--- config.mk ---
export PLATFORM = sky130hd
export DESIGN_NAME = op_sequencer
export DESIGN_NICKNAME = d
export VERILOG_FILES = /design/src/rtl/op_seq_pkg.sv /design/src/rtl/op_table.sv /design/src/rtl/op_sequencer.sv
export SDC_FILE = /design/constraint.sdc
export NUM_CORES = 1
export LEC_CHECK = 0
export ABC_AREA = 1
export CAP_MARGIN = 20
export CORE_UTILIZATION = 30
export CTS_CLUSTER_SIZE = 28
export DETAILED_ROUTE_END_ITERATION = 10
export GPL_ROUTABILITY_DRIVEN = 1
export SYNTH_ARGS = -nofsm -noshare
export SYNTH_HDL_FRONTEND = slang
export SYNTH_HIERARCHICAL = 1
export SYNTH_SLANG_ARGS = --single-unit
--- constraint.sdc ---
create_clock -name clk -period 2 [get_ports clk]
set_input_delay 0.6 -clock clk [delete_from_list [all_inputs] [get_ports clk]]
set_output_delay 0.6 -clock clk [all_outputs]
set_load 0.01 [all_outputs]
--- src/rtl/op_seq_pkg.sv ---
// Shared constants for the op sequencer slice.
// FSM encoding and the default ALU opcode set.
package op_seq_pkg;

  localparam logic [1:0] S_IDLE = 2'd0;
  localparam logic [1:0] S_RUN  = 2'd1;
  localparam logic [1:0] S_DONE = 2'd2;

  localparam logic [2:0] OP_ADD = 3'd0;
  localparam logic [2:0] OP_SUB = 3'd1;
  localparam logic [2:0] OP_AND = 3'd2;
  localparam logic [2:0] OP_OR  = 3'd3;
  localparam logic [2:0] OP_XOR = 3'd4;
  localparam logic [2:0] OP_SHL = 3'd5;
  localparam logic [2:0] OP_SHR = 3'd6;
  localparam logic [2:0] OP_CMP = 3'd7;

endpackage

--- src/rtl/op_table.sv ---
// Program table: DEPTH x OP_W flops, one write port.
// Reset loads the identity program; reads are combinational.
module op_table #(
  parameter int OP_W  = 3,
  parameter int DEPTH = 8,
  parameter int PTR_W = $clog2(DEPTH)
) (
  input  logic             clk,
  input  logic             reset_n,
  input  logic             we_i,
  input  logic [PTR_W-1:0] waddr_i,
  input  logic [OP_W-1:0]  wdata_i,
  input  logic [PTR_W-1:0] raddr_i,
  output logic [OP_W-1:0]  rdata_o
);

  logic [OP_W-1:0] mem_q [DEPTH];

  // Table storage: identity on reset, single write port.
  always_ff @(posedge clk or negedge reset_n) begin
    if (!reset_n) begin
      for (int i = 0; i < DEPTH; i++) begin
        mem_q[i] <= OP_W'(i);
      end
    end else if (we_i) begin
      mem_q[waddr_i] <= wdata_i;
    end
  end

  assign rdata_o = mem_q[raddr_i];

endmodule

--- src/rtl/op_sequencer.sv ---
// Steps through a programmable opcode table, one op per
// accepted valid/ready transfer, with loop and abort.
module op_sequencer
  import op_seq_pkg::*;
#(
  parameter int OP_W  = 3,
  parameter int DEPTH = 8,
  localparam int PTR_W = $clog2(DEPTH),
  localparam int LEN_W = PTR_W + 1
) (
  input  logic             clk,
  input  logic             reset_n,
  input  logic             cfg_we,
  input  logic [PTR_W-1:0] cfg_addr,
  input  logic [OP_W-1:0]  cfg_op,
  input  logic             start,
  input  logic [LEN_W-1:0] len,
  input  logic             loop_mode,
  input  logic             stop,
  input  logic             op_ready,
  output logic [OP_W-1:0]  alu_op,
  output logic             op_valid,
  output logic [PTR_W-1:0] step,
  output logic             busy,
  output logic             done,
  output logic             err
);

  logic [1:0]       state_q, state_d;
  logic [PTR_W-1:0] step_q, step_d;
  logic [LEN_W-1:0] len_q, len_d;
  logic             loop_q, loop_d;
  logic             err_q, err_d;

  logic             len_ok;
  logic             last;
  logic             tbl_we;
  logic [OP_W-1:0]  tbl_op;

  assign len_ok = (len != '0) &&
                  (len <= LEN_W'(DEPTH));
  assign last   = ({1'b0, step_q} ==
                   (len_q - LEN_W'(1)));

  // Config writes land only while idle.
  assign tbl_we = cfg_we && (state_q == S_IDLE);

  op_table #(
    .OP_W  (OP_W),
    .DEPTH (DEPTH),
    .PTR_W (PTR_W)
  ) u_table (
    .clk     (clk),
    .reset_n (reset_n),
    .we_i    (tbl_we),
    .waddr_i (cfg_addr),
    .wdata_i (cfg_op),
    .raddr_i (step_q),
    .rdata_o (tbl_op)
  );

  // Next-state: accept/reject start, advance on
  // transfer, stop wins over a same-cycle transfer.
  always_comb begin
    state_d = state_q;
    step_d  = step_q;
    len_d   = len_q;
    loop_d  = loop_q;
    err_d   = 1'b0;
    unique case (state_q)
      S_IDLE: begin
        if (start) begin
          if (len_ok) begin
            state_d = S_RUN;
            step_d  = '0;
            len_d   = len;
            loop_d  = loop_mode;
          end else begin
            err_d = 1'b1;
          end
        end
      end
      S_RUN: begin
        if (stop) begin
          state_d = S_IDLE;
        end else if (op_ready) begin
          if (!last) begin
            step_d = step_q + PTR_W'(1);
          end else if (loop_q) begin
            step_d = '0;
          end else begin
            state_d = S_DONE;
          end
        end
      end
      S_DONE: begin
        state_d = S_IDLE;
      end
      default: begin
        state_d = S_IDLE;
      end
    endcase
  end

  // FSM and run-context registers.
  always_ff @(posedge clk or negedge reset_n) begin
    if (!reset_n) begin
      state_q <= S_IDLE;
      step_q  <= '0;
      len_q   <= '0;
      loop_q  <= 1'b0;
      err_q   <= 1'b0;
    end else begin
      state_q <= state_d;
      step_q  <= step_d;
      len_q   <= len_d;
      loop_q  <= loop_d;
      err_q   <= err_d;
    end
  end

  assign op_valid = (state_q == S_RUN);
  assign busy     = (state_q == S_RUN) ||
                    (state_q == S_DONE);
  assign done     = (state_q == S_DONE);
  assign err      = err_q;
  assign step     = step_q;
  assign alu_op   = op_valid ? tbl_op : '0;

endmodule

Yosys cells after proc, flatten, opt, wreduce, memory -nomap -nowiden
Index checks and enable logic that the tools add are counted.
{"block": "op_classes", "n_mux": 24, "n_reduce_logical": 10, "add_sub_neg": 2, "n_eq_ne": 11, "magnitude_cmp": 4, "bitwise": 2}
{"operator": "3-bit two-way mux", "n": 10}
{"operator": "24-bit bitwise mux", "n": 1}
{"operator": "2-bit two-way mux", "n": 6}
{"operator": "3-bit binary-select mux with 3-bit select", "n": 1}
{"operator": "3-bit demux with 3-bit select", "n": 1}
{"operator": "3-bit != test, second input constant", "n": 3}
{"operator": "4-bit >= comparator, second input constant", "n": 2}
{"operator": "2-bit != test, second input constant", "n": 4}
{"operator": "3-bit NOT with 4-bit output", "n": 2}
{"operator": "3-bit one-hot mux with 2 select lines", "n": 1}
{"operator": "6-bit AND reduction", "n": 1}
{"operator": "5-bit AND reduction", "n": 1}
{"operator": "3-bit by 4-bit equality test with 1-bit output", "n": 1}
{"operator": "4-bit <= comparator, second input constant", "n": 1}
{"operator": "4-bit by 1-bit less-than comparator with 1-bit output, second input constant", "n": 1}
{"operator": "2-bit one-hot mux with 2 select lines", "n": 1}
{"operator": "4-bit nonzero test", "n": 1}
{"operator": "4-bit by 1-bit subtractor with 4-bit output, second input constant", "n": 1}
{"operator": "3-bit by 1-bit adder with 3-bit output, second input constant", "n": 1}
{"operator": "1-bit logical AND", "n": 3}
{"operator": "1-bit two-way mux", "n": 3}
{"operator": "3-bit by 2-bit != test with 1-bit output, second input constant", "n": 1}
{"operator": "3-bit AND reduction", "n": 1}
{"operator": "2-bit by 1-bit equality test with 1-bit output, second input constant", "n": 1}
{"operator": "other kinds (4)", "n": 4}
{"block": "word_totals", "in_bits": 17, "reg_bits": 35}

Logic depth before layout (Yosys ltp)
{"block": "logic_depth", "word_depth": 6, "mapped_depth": 11, "depth_no_buf": 11}

Cells and area by module
Netlist, hierarchy kept.
{"mod": "op_table", "seq_area_each_um2": 615.6, "instances": 1, "area_each_um2": 1251.2, "cells_per_inst": 172}
{"mod": "op_sequencer", "seq_area_each_um2": 275.3, "instances": 1, "area_each_um2": 759.5, "cells_per_inst": 110}

Worst setup path after synthesis
OpenSTA, ideal clock, no wires.
{"block": "synth_path", "path_type": "reg-to-output", "startpoint": "reg step_q[0], in the netlist step[0]", "endpoint": "out alu_op[1]", "path_stages_with_launch": 10, "slack_ns": 0.267, "arrival_ns": 1.133, "path_cell_list": "dfrtp_1 -> inv_2 -> buf_6 -> nand2_1 -> nand3_1 -> nand2_1 -> nand2_1 -> nand2_1 -> nand2_1 -> inv_1"}
{"block": "synth_via", "elab_chain_len": 5}
{"element": "start, declared", "line": "op_sequencer.sv:30", "text": "logic [PTR_W-1:0] step_q, step_d;"}
{"element": "start signal, assigned", "line": "op_sequencer.sv:115", "text": "step_q <= step_d;"}
{"element": "3-bit NOT with 4-bit output (implied by the code)", "line": "op_table.sv:30", "text": "assign rdata_o = mem_q[raddr_i];"}
{"element": "3-bit binary-select mux with 3-bit select", "line": "op_table.sv:30"}
{"element": "3-bit two-way mux (implied by the code) (2 in series)", "line": "op_table.sv:30"}
{"element": "via tbl_op[1]", "line": "op_sequencer.sv:38", "text": "logic [OP_W-1:0] tbl_op;"}
{"element": "3-bit two-way mux", "line": "op_sequencer.sv:128", "text": "assign alu_op = op_valid ? tbl_op : '0;"}
{"element": "end, declared", "line": "op_sequencer.sv:21", "text": "output logic [OP_W-1:0] alu_op,"}
The timed path passes the listed nets, and every way through them passes these cells. The select of a mux whose other input is x is not followed.

Final worst setup path
Ends and elaborated chain as after synthesis.

==> metrics.txt <==
# TYPE chip_impl_metric gauge
chip_impl_metric{name="n_antenna_cell",unit=""} 0
chip_impl_metric{name="finalHoldViolCount",unit=""} 0
chip_impl_metric{name="detail_route.wl_per_cell",unit="um"} 11.6
chip_impl_info{name="violations",value="negative setup slack"} 1
chip_impl_metric{name="final-seq-area",unit="um2"} 893
chip_impl_metric{name="finalWorstSetupSlack",unit="ns"} -0.110
chip_impl_metric{name="drtPass1Iterations",unit=""} 6
chip_impl_metric{name="global_route_wire_length_before_repair",unit="um"} 8290
chip_impl_metric{name="flow.area_growth_from_synthesis",unit="%"} 31.6
chip_impl_metric{name="leakage",unit="nW"} 1.40
chip_impl_metric{name="syn-instance-count",unit=""} 282
chip_impl_info{name="synth_most_common_cell",value="nand2_1"} 1
chip_impl_info{name="worst_setup_end_kind",value="output port"} 1
chip_impl_metric{name="multi_input_comb_area",unit="um2"} 925
chip_impl_metric{name="grt_start_max_net_pins",unit=""} 36
chip_impl_metric{name="nets",unit=""} 355
chip_impl_metric{name="worstPathArrival",unit="ns"} 1.51
chip_impl_metric{name="max_h_tree_level",unit=""} 2
chip_impl_metric{name="clkTransAtPathRegs",unit="ns"} 0.07
chip_impl_info{name="synth_flop_cell",value="dfrtp_1"} 1
chip_impl_metric{name="nFillCells",unit=""} 658
chip_impl_metric{name="floorplan.core_area",unit="um2"} 6420
chip_impl_metric{name="finish.utilization",unit="%"} 41.2
chip_impl_metric{name="floorplan.rows",unit=""} 29
chip_impl_metric{name="drcViolationCount",unit=""} 0
chip_impl_metric{name="gp_congestion",unit=""} 0.804
chip_impl_metric{name="synthDistinctLibCells",unit=""} 24
chip_impl_metric{name="holdBufCountCts",unit=""} 0
chip_impl_metric{name="route.antenna.remaining_nets",unit=""} 0
chip_impl_metric{name="synthArstFlopShare",unit="%"} 100
chip_impl_info{name="rr_startpoint",value="state_q[0]$_DFFE_PN0P_"} 1
chip_impl_metric{name="grt_pass1_vias",unit=""} 1788
chip_impl_metric{name="syn_avg_cell_area",unit="um2"} 7.13
chip_impl_metric{name="syn_nets",unit=""} 304
chip_impl_info{name="status",value="finished, violations left"} 1
chip_impl_metric{name="synth.cell_area",unit="um2"} 2010
chip_impl_metric{name="max_slew.worst_pin.slew",unit="ns"} 0.271
chip_impl_info{name="post_synth_most_frequent_cells",value="nand2_1, inv_1, o21ai_0"} 1
chip_impl_metric{name="port_buffers",unit=""} 26
chip_impl_metric{name="design.die.area",unit="um2"} 7030
chip_impl_metric{name="max_freq",unit="GHz"} 0.474
chip_impl_info{name="startpoint_of_the_worst_setup_timing_path",value="step[0]$_DFFE_PN0P_"} 1
chip_impl_metric{name="fp.dieH",unit="um"} 83.9
chip_impl_metric{name="finalSetupViolations",unit=""} 3
chip_impl_metric{name="initial_core_util",unit="%"} 31.3
chip_impl_metric{name="source_to_sink_clock_delay_at_the_later_pin_of_the_worst_skew_pair",unit="ns"} 0.29
chip_impl_metric{name="peakVddDrop",unit="uV"} 465
chip_impl_info{name="crit_path_start_kind",value="flop"} 1
chip_impl_info{name="cell_types_with_the_largest_area_share_after_synthesis",value="dfrtp_1, nand2_1, dfstp_2, inv_1, o21ai_0"} 1
chip_impl_metric{name="synth_edf_count",unit=""} 0
chip_impl_metric{name="detailed_place.area",unit="um2"} 2470
chip_impl_metric{name="routed_wl",unit="um"} 4760
chip_impl_metric{name="clock-sinks",unit=""} 35
chip_impl_metric{name="cts-buffers-inserted",unit=""} 5
chip_impl_info{name="ctsRootBufferMaster",value="clkbuf_8"} 1
chip_impl_info{name="clock_tree_from_tritoncts",value="yes"} 1
chip_impl_metric{name="post-route-period-util",unit="%"} 106
chip_impl_info{name="min_path_type",value="flop to flop"} 1
chip_impl_metric{name="antenna_found_initial",unit=""} 0
chip_impl_info{name="critical_path_class",value="flop to output port"} 1
chip_impl_info{name="rsz_0062_raised_after_global_routing",value="true"} 1
chip_impl_metric{name="layout-drive-gt1-share",unit="%"} 20.1
chip_impl_metric{name="synth-seq-cells",unit=""} 35
chip_impl_metric{name="fp.dieW",unit="um"} 83.9
chip_impl_metric{name="post_drt_via_cell_ratio",unit=""} 4.44
chip_impl_info{name="hp-start",value="u_table/mem_q[9]$_DFFE_PN0P_"} 1
chip_impl_metric{name="design_area_final",unit="um2"} 2650
chip_impl_metric{name="max-clock-path-buffers",unit=""} 2
chip_impl_metric{name="drv_cap",unit=""} 0
chip_impl_metric{name="synth_warnings",unit=""} 6
chip_impl_metric{name="min_period",unit="ns"} 2.11
chip_impl_metric{name="hpwlAfterDp",unit="um"} 3460
chip_impl_metric{name="initialDrtViolationCount",unit=""} 102
chip_impl_metric{name="slew_viols_final",unit=""} 0
chip_impl_info{name="yosysTopAreaCell",value="dfrtp_1"} 1
chip_impl_metric{name="skew",unit="ns"} 0.0107
chip_impl_metric{name="max_slew_margin",unit="%"} 81.9
chip_impl_metric{name="grt_usage",unit="%"} 15.0
chip_impl_metric{name="critical_path_required",unit="ns"} 1.40
chip_impl_metric{name="total_power_divided_by_cell_area",unit="nW/um2"} 1440
chip_impl_metric{name="grt.overflow.total",unit=""} 0
chip_impl_metric{name="seq_area_frac_synth",unit="%"} 44.3
chip_impl_metric{name="synth.top_cell.area_share",unit="%"} 28.6
chip_impl_metric{name="crit_path_max_fanout",unit=""} 12
chip_impl_metric{name="routed-via-count",unit=""} 1820
chip_impl_metric{name="ioPinCount",unit=""} 27
## final cells by class
class                   count  share of cell area [%]
multi-input cells         188                    34.9
inverters                  57                    8.18
flip-flops and latches     35                    33.8
repair buffers             46                    16.2
well taps                  77                    3.64
clock buffers               6                    3.12
clock inverters             1                   0.189
## placed cells by master, fill, tap and decap left out, drive strengths merged
cell             n
xnor2            1
a21oi            1
nand3           19
clkinv           1
or2              1
clkdlybuf4s15    1
nand4            2
o22ai            1
mux2             1
clkdlybuf4s50   18
a31oi            1
clkbuf           6
dfstp           12
dlymetal6s2s     2
nor3             1
ha               5
buf             23
inv             57
nand3b           1
dlygate4sd2      2
nor2            14
o21ai           28
dfrtp           23
nand2          112
## registers in the layout (all words and copies together) (netlist names)
| signal | count |
|---|---|
| err | 1 |
| loop_q | 1 |
| state_q | 2 |
| step | 3 |
| len_q | 4 |
| u_table/mem_q | 24 |
## logic make-up after synthesis
| group | after synthesis | synth area share, % |
|---|---|---|
| mux | 1 | 0.560 |
| simple gates | 150 | 31.9 |
| flops | 35 | 44.3 |
| xor+xnor | 1 | 0.436 |
| fa+ha+maj | 5 | 3.11 |
| buf+inv | 59 | 11.6 |
| compound gates | 31 | 8.15 |
## final timing paths
check	endpoint	slack (ns)	depth (start not counted)
worst max-delay path	alu_op[1]	-0.11	9
worst min-delay path	u_table/mem_q[9]$_DFFE_PN0P_	0.49	2
worst max register to register	u_table/mem_q[5]$_DFFE_PN1P_	0.38	9
worst min register to register	u_table/mem_q[9]$_DFFE_PN0P_	0.49	2
max in group asynchronous	u_table/mem_q[11]$_DFFE_PN1P_	1.06	2
min in group asynchronous	u_table/mem_q[17]$_DFFE_PN0P_	0.68	2
## per-layer routing
| layer | global-route usage (%) | vias up | share of wire, % |
|---|---|---|---|
| met2 | 25.0 | 37 | 48 |
| met1 | 18.6 | 812 | 46 |
| li1 | - | 959 | - |
| met5 | 0 | - | 0 |
| met4 | 6.43 | 0 | 2.9 |
| met3 | 3.26 | 12 | 3.1 |
## timing repair
item                                    CTS  global route
pin swaps                                 9             3
gates cloned                              1             0
hold endpoints to repair                  0             0
setup buffers                             3             2
gates resized for setup                  30             8
endpoints found under the setup margin    7             6
## critical path: stages (launching register included)
cell,delay (ns)
dfrtp_2,0.45
inv_4,0.13
nand2_1,0.10
nand3_1,0.12
nand2_1,0.08
nand2_1,0.06
nand2_1,0.05
nand2_1,0.06
inv_1,0.04
buf_2,0.13
## per-stage QoR
step	power, mW	std cells	setup slack, ns	TNS [ns]	hold slack (ns)
after global routing	4.21	410	-0.236	-0.523	0.511
after detailed placement	3.16	397	-0.167	-0.475	0.476
final	3.82	410	-0.110	-0.210	0.486
after CTS	3.79	408	-0.104	-0.191	0.493
after global placement	3.13	397	-0.145	-0.418	0.468
after floorplan	2.51	282	0.267	0	0.304
## report_power, final
group | total, mW | switching [mW] | internal [mW]
logic | 2.01 | 1.14 | 0.867
registers | 1.29 | 0.183 | 1.11
clock network | 0.521 | 0.251 | 0.270
total | 3.82 | 1.57 | 2.25
Power figures use the tool's default switching activity.
